<file path="src/rtl/vec_pkg.sv">
// Shared vector helpers: lane ordering, width math, lane slicing.
// Used by word_serializer (and a future word_deserializer).
package vec_pkg;

  localparam logic ORDER_LSB_FIRST = 1'b0;
  localparam logic ORDER_MSB_FIRST = 1'b1;

  // Widest word lane_select can slice.
  localparam int LANE_MAX_W = 256;

  typedef enum logic {
    ST_IDLE = 1'b0,
    ST_BUSY = 1'b1
  } ser_state_e;

  function automatic int clog2_min1(input int n);
    return (n <= 1) ? 1 : $clog2(n);
  endfunction

  // Lane `index` (width lane_w) of word, right-aligned and
  // zero above lane_w.
  function automatic logic [LANE_MAX_W-1:0] lane_select(
    input logic [LANE_MAX_W-1:0] word,
    input int                    index,
    input int                    lane_w
  );
    logic [LANE_MAX_W-1:0] mask;
    mask = ~({LANE_MAX_W{1'b1}} << lane_w);
    return (word >> (index * lane_w)) & mask;
  endfunction

endpackage

</file>
<file path="src/rtl/word_serializer_if.sv">
// Handshake bundle for word_serializer: wide word in, narrow beats out.
// master = producer/consumer side, slave = serializer.
interface word_serializer_if #(
  parameter int IN_W  = 16,
  parameter int OUT_W = 8
);
  logic [IN_W-1:0]  in_data;
  logic             in_msb_first;
  logic             in_valid;
  logic             in_ready;
  logic [OUT_W-1:0] out_data;
  logic             out_valid;
  logic             out_last;
  logic             out_ready;

  modport master (
    output in_data, in_msb_first, in_valid, out_ready,
    input  in_ready, out_data, out_valid, out_last
  );

  modport slave (
    input  in_data, in_msb_first, in_valid, out_ready,
    output in_ready, out_data, out_valid, out_last
  );
endinterface

</file>
<file path="src/rtl/word_serializer.sv">
// Splits an IN_W word into IN_W/OUT_W beats, MSB- or LSB-slice first.
// Ports: clk, rst_n (async low), bus (word_serializer_if.slave).
module word_serializer
  import vec_pkg::*;
#(
  parameter int IN_W  = 16,
  parameter int OUT_W = 8
) (
  input  logic            clk,
  input  logic            rst_n,
  word_serializer_if.slave bus
);

  localparam bit BAD_PARAMS =
    (OUT_W < 1) ? 1'b1 :
    (((IN_W % OUT_W) != 0) || (IN_W > LANE_MAX_W));

  localparam int NBEATS = (OUT_W > 0) ? IN_W / OUT_W : 1;
  localparam int CW     = clog2_min1(NBEATS);
  localparam logic [CW-1:0] LAST_BEAT = CW'(NBEATS - 1);

  if (BAD_PARAMS) begin : g_bad_params
    $error("word_serializer: IN_W must be a multiple of OUT_W >= 1");
  end

  ser_state_e      state_q, state_n;
  logic [CW-1:0]   beat_q, beat_n;
  logic [IN_W-1:0] word_q, word_n;
  logic            mode_q, mode_n;

  logic valid, last;

  assign valid = (state_q == ST_BUSY);
  assign last  = valid && (beat_q == LAST_BEAT);

  // Ready depends only on held state and out_ready.
  assign bus.in_ready  = !valid || (bus.out_ready && last);
  assign bus.out_valid = valid;
  assign bus.out_last  = last;

  always_ff @(posedge clk or negedge rst_n) begin
    if (!rst_n) begin
      state_q <= ST_IDLE;
      beat_q  <= '0;
      word_q  <= '0;
      mode_q  <= ORDER_LSB_FIRST;
    end else begin
      state_q <= state_n;
      beat_q  <= beat_n;
      word_q  <= word_n;
      mode_q  <= mode_n;
    end
  end

  always_comb begin
    state_n = state_q;
    beat_n  = beat_q;
    word_n  = word_q;
    mode_n  = mode_q;
    unique case (state_q)
      ST_IDLE: begin
        if (bus.in_valid) begin
          state_n = ST_BUSY;
          beat_n  = '0;
          word_n  = bus.in_data;
          mode_n  = bus.in_msb_first;
        end
      end
      ST_BUSY: begin
        if (bus.out_ready) begin
          if (last) begin
            beat_n = '0;
            if (bus.in_valid) begin
              word_n = bus.in_data;
              mode_n = bus.in_msb_first;
            end else begin
              state_n = ST_IDLE;
            end
          end else begin
            beat_n = beat_q + CW'(1);
          end
        end
      end
      default: state_n = ST_IDLE;
    endcase
  end

  // Output comes purely from held word/mode/counter.
  logic [LANE_MAX_W-1:0] word_ext;
  logic [LANE_MAX_W-1:0] lane;
  int                    idx;

  always_comb begin
    word_ext            = '0;
    word_ext[IN_W-1:0]  = word_q;
    idx = (mode_q == ORDER_MSB_FIRST) ?
          (NBEATS - 1 - int'(beat_q)) : int'(beat_q);
    lane = lane_select(word_ext, idx, OUT_W);
  end

  assign bus.out_data = lane[OUT_W-1:0];

  logic unused_lane;
  assign unused_lane = ^lane[LANE_MAX_W-1:OUT_W];

endmodule

</file>
<file path="src/flat_wrapper.sv">
// flat-port wrapper written by rule: the top's interface ports become plain ports
module word_serializer_flat import vec_pkg::*;
#(
  parameter int IN_W  = 16,
  parameter int OUT_W = 8
)
  (clk, rst_n, bus_in_data, bus_in_msb_first, bus_in_valid, bus_out_ready, bus_in_ready, bus_out_data, bus_out_valid, bus_out_last);
  word_serializer_if #(.IN_W(IN_W), .OUT_W(OUT_W)) bus_i ();
  input  logic clk;
  input  logic rst_n;
  input wire logic [$bits(bus_i.in_data)-1:0] bus_in_data;
  input wire logic [$bits(bus_i.in_msb_first)-1:0] bus_in_msb_first;
  input wire logic [$bits(bus_i.in_valid)-1:0] bus_in_valid;
  input wire logic [$bits(bus_i.out_ready)-1:0] bus_out_ready;
  output wire logic [$bits(bus_i.in_ready)-1:0] bus_in_ready;
  output wire logic [$bits(bus_i.out_data)-1:0] bus_out_data;
  output wire logic [$bits(bus_i.out_valid)-1:0] bus_out_valid;
  output wire logic [$bits(bus_i.out_last)-1:0] bus_out_last;
  assign bus_i.in_data = bus_in_data;
  assign bus_i.in_msb_first = bus_in_msb_first;
  assign bus_i.in_valid = bus_in_valid;
  assign bus_i.out_ready = bus_out_ready;
  assign bus_in_ready = bus_i.in_ready;
  assign bus_out_data = bus_i.out_data;
  assign bus_out_valid = bus_i.out_valid;
  assign bus_out_last = bus_i.out_last;
  word_serializer #(.IN_W(IN_W), .OUT_W(OUT_W)) u_core (.clk(clk), .rst_n(rst_n), .bus(bus_i));
endmodule
</file>
<file path="config.mk">
export PLATFORM = sky130hd
export DESIGN_NAME = word_serializer_flat
export DESIGN_NICKNAME = d
export VERILOG_FILES = /design/src/rtl/vec_pkg.sv /design/src/rtl/word_serializer_if.sv /design/src/rtl/word_serializer.sv /design/src/flat_wrapper.sv
export SDC_FILE = /design/constraint.sdc
export NUM_CORES = 1
export LEC_CHECK = 0
export CORE_ASPECT_RATIO = 0.7
export CORE_MARGIN = 2
export CORE_UTILIZATION = 46
export CTS_CLUSTER_DIAMETER = 30
export DETAILED_ROUTE_END_ITERATION = 6
export PLACE_DENSITY = 0.85
export SLEW_MARGIN = 40
export SYNTH_ARGS = -nofsm -noshare
export SYNTH_HDL_FRONTEND = slang
export SYNTH_SLANG_ARGS = --single-unit
</file>
<file path="constraint.sdc">
create_clock -name clk -period 1.6 [get_ports clk]
set_input_delay 0.32 -clock clk [delete_from_list [all_inputs] [get_ports clk]]
set_output_delay 0.32 -clock clk [all_outputs]
set_load 0.05 [all_outputs]
</file>
==> metrics <==
post-synthesis compound-gate area fraction 0.238; number of remaining DRC errors 0; Clock Tree Buf Depth 2; number of max-cap violations 0; GR Overflow Total 0; worst path arrival time 1580 ps; crit start category flop; Worst Slack Setup Final -299 ps; EDFF count, synth 0; leading post-synthesis cells by cell area dfrtp_1, o32ai_2, mux2i_1; initial antenna violation count 0; Yosys cell types 21; Leak 0.000749 uW; clock root buffer clkbuf_4; Clock Sinks 19; Final Cell Area 1730 um^2; H-tree levels 1; Hold Crit Class in -> async; Setup CP Type reg -> out; worst-path fanout max 5; Area after DPL 1620 um^2; first-pass GRT wire length 4.02 mm; Slew Viols, Final 0; # fillers 140; Synth Cell Area 1070 um^2; maximum VDD drop 1.59 mV; mux contribution to synthesized area 0.0750; Setup-failing EPs final 8; Data required, critical path 1280 ps; post-synthesis sequential area ratio 0.445; P per Cell Area 2790 nW/um^2; vias after detailed routing 860; routed length per instance 14.6 um; Post-synth top cells dfrtp_1, inv_1, nand2_1; post-synth top area share 0.445; hold-fix buffers at CTS 0; CTS clk-pin slew, worst paths 110 ps; main combinational cell family by area after synthesis compound AO/OA/AOI/OAI gates; Slew @ Worst Pin 312 ps; first drt pass iteration count 4; ANT nets after route 0; crit path capture type primary output; Final Cycle Share 1.19; endpoints failing hold 0; Synth Area per Inst 11.2 um^2; clock tree from TritonCTS built; Area Growth Syn to Fin 62.1%; violated checks negative setup slack; hpwl dp 1.76 mm; area leader, netlist dfrtp_1; share of flip-flops with an asynchronous set or reset 1.00; drt initial violations 25; Buffers on Ports 31; Row Count 14; maximum clock frequency 526 MHz; syn nets 116; Post-Synth Simple-Gate Area 0.0914; Die Span Y 44.3 um; status finished with violations; Cells after Synth 95; Yosys warning total 0; net count reported at finish 159; adder-cell area share of the yosys netlist 0; XOR/XNOR share of the synthesized area 0.0340; RSZ-0062 raised after global routing yes; CTS Buf Count 3; Vias/cell 5.09; core footprint 2170 um^2; Die ar. 2730 um^2; Die X 61.6 um; FF+latch count, synth 19; most common cell in the netlist dfrtp_1; total routed wirelength 2.47 mm; clk_skew 11.5 ps; fraction of final layout cells sized beyond drive strength 1 0.394; Tot Pwr 4820 uW; RD Place Congestion 0.808; All-Layer GR Usage 0.208; vias in the first global route 893; pin count of the biggest net entering global routing 20; diode count 0; Most used DFF post-synth dfrtp_1; I/O pins 32; max_slew headroom 0.792; Starting Density 0.491; min Tclk post-route 1900 ps; worst-skew pair later-pin latency 310 ps
## sequential cells by signal, indices dropped and copies added, names as in the netlist
name and cells:
u_core.bus.out_valid 1, u_core.mode_q 1, u_core.word_q 16, u_core.beat_q 1
## placed cells by master, fill, tap and decap left out
cell type,n
o32ai_2,9
or2_2,1
buf_12,12
clkinv_2,1
and2_2,1
buf_6,1
and3_1,1
clkbuf_4,3
xnor2_4,1
a21o_1,1
o32ai_4,1
dfrtp_1,17
inv_1,17
nor2b_1,1
nor3b_1,1
nand2_1,17
inv_2,1
a21boi_4,1
mux2i_4,8
clkdlybuf4s50_1,20
dfrtp_2,2
buf_4,12
o32ai_1,7
xor2_1,1
## layout make-up
type / instances / area, um^2 / area share
Clock buffer: 3 / 22.5 / 0.0130
Multi-Input combinational cell: 51 / 576 / 0.333
Clock inverter: 1 / 5.00 / 0.00289
Tap cell: 32 / 40.0 / 0.0231
Inverter: 18 / 67.6 / 0.0390
Timing Repair Buffer: 45 / 542 / 0.313
Sequential cell: 19 / 478 / 0.276
## cell families (layout without fill, tap and decap cells)
kind of cell,Yosys count,in the layout
flops,19,19
buf+inv,25,67
xor+xnor,2,2
mux,8,8
compound gates,19,19
simple gates,22,22
## metal layers
| layer | share of wire | up-vias | track usage |
|---|---|---|---|
| met4 | 0.013 | 0 | 0.0596 |
| met1 | 0.39 | 418 | 0.249 |
| met3 | 0.058 | 6 | 0.0643 |
| met2 | 0.54 | 25 | 0.362 |
| li1 | - | 411 | - |
| met5 | 0 | - | 0 |
## what timing repair did
action	in CTS	in global routing
buffers inserted	1	1
endpoints found under the setup margin	10	10
pin swaps	1	1
gates cloned	0	0
gates resized for setup	10	0
## final timing paths
path / from / endpoint / slack (ps) / cells after the start
max: u_core.beat_q / bus_out_data[5] / -300 / 4
min: rst_n / u_core.word_q[10] / 330 / 2
max reg2reg: u_core.beat_q / u_core.bus.out_valid / 150 / 6
min reg2reg: u_core.bus.out_valid / u_core.beat_q / 590 / 1
max in group asynchronous: rst_n / u_core.bus.out_valid / 1030 / 2
min in group clk: bus_in_data[1] / u_core.word_q[1] / 580 / 3
## critical path, cell delays in order (launching register included)
cell and delay (ps):
dfrtp_2 460, xnor2_4 220, buf_12 170, mux2i_4 260
buf_12 160
## through the flow
| stage | setup slack [ps] | TNS, ps | hold slack, ps | utilization | instances |
|---|---|---|---|---|---|
| floorplan | -274 | -2140 | 24.4 | - | 95 |
| global placement | 29.7 | 0 | 550 | 0.744 | 163 |
| detailed placement | 0.519 | 0 | 563 | 0.744 | 163 |
| CTS | -311 | -2390 | 337 | 0.793 | 168 |
| global route | -353 | -2810 | 348 | 0.797 | 169 |
| finish | -299 | -2300 | 334 | 0.797 | 169 |
## report_power, final
group          leakage, uW  total, uW  internal [uW]  switching (uW)
Combinational     0.000499       3750           1930            1830
Sequential        0.000232        825            713             113
Clock            0.0000177        245           93.5             151
Total             0.000749       4820           2730            2090
(Power assumes the default switching activity.)
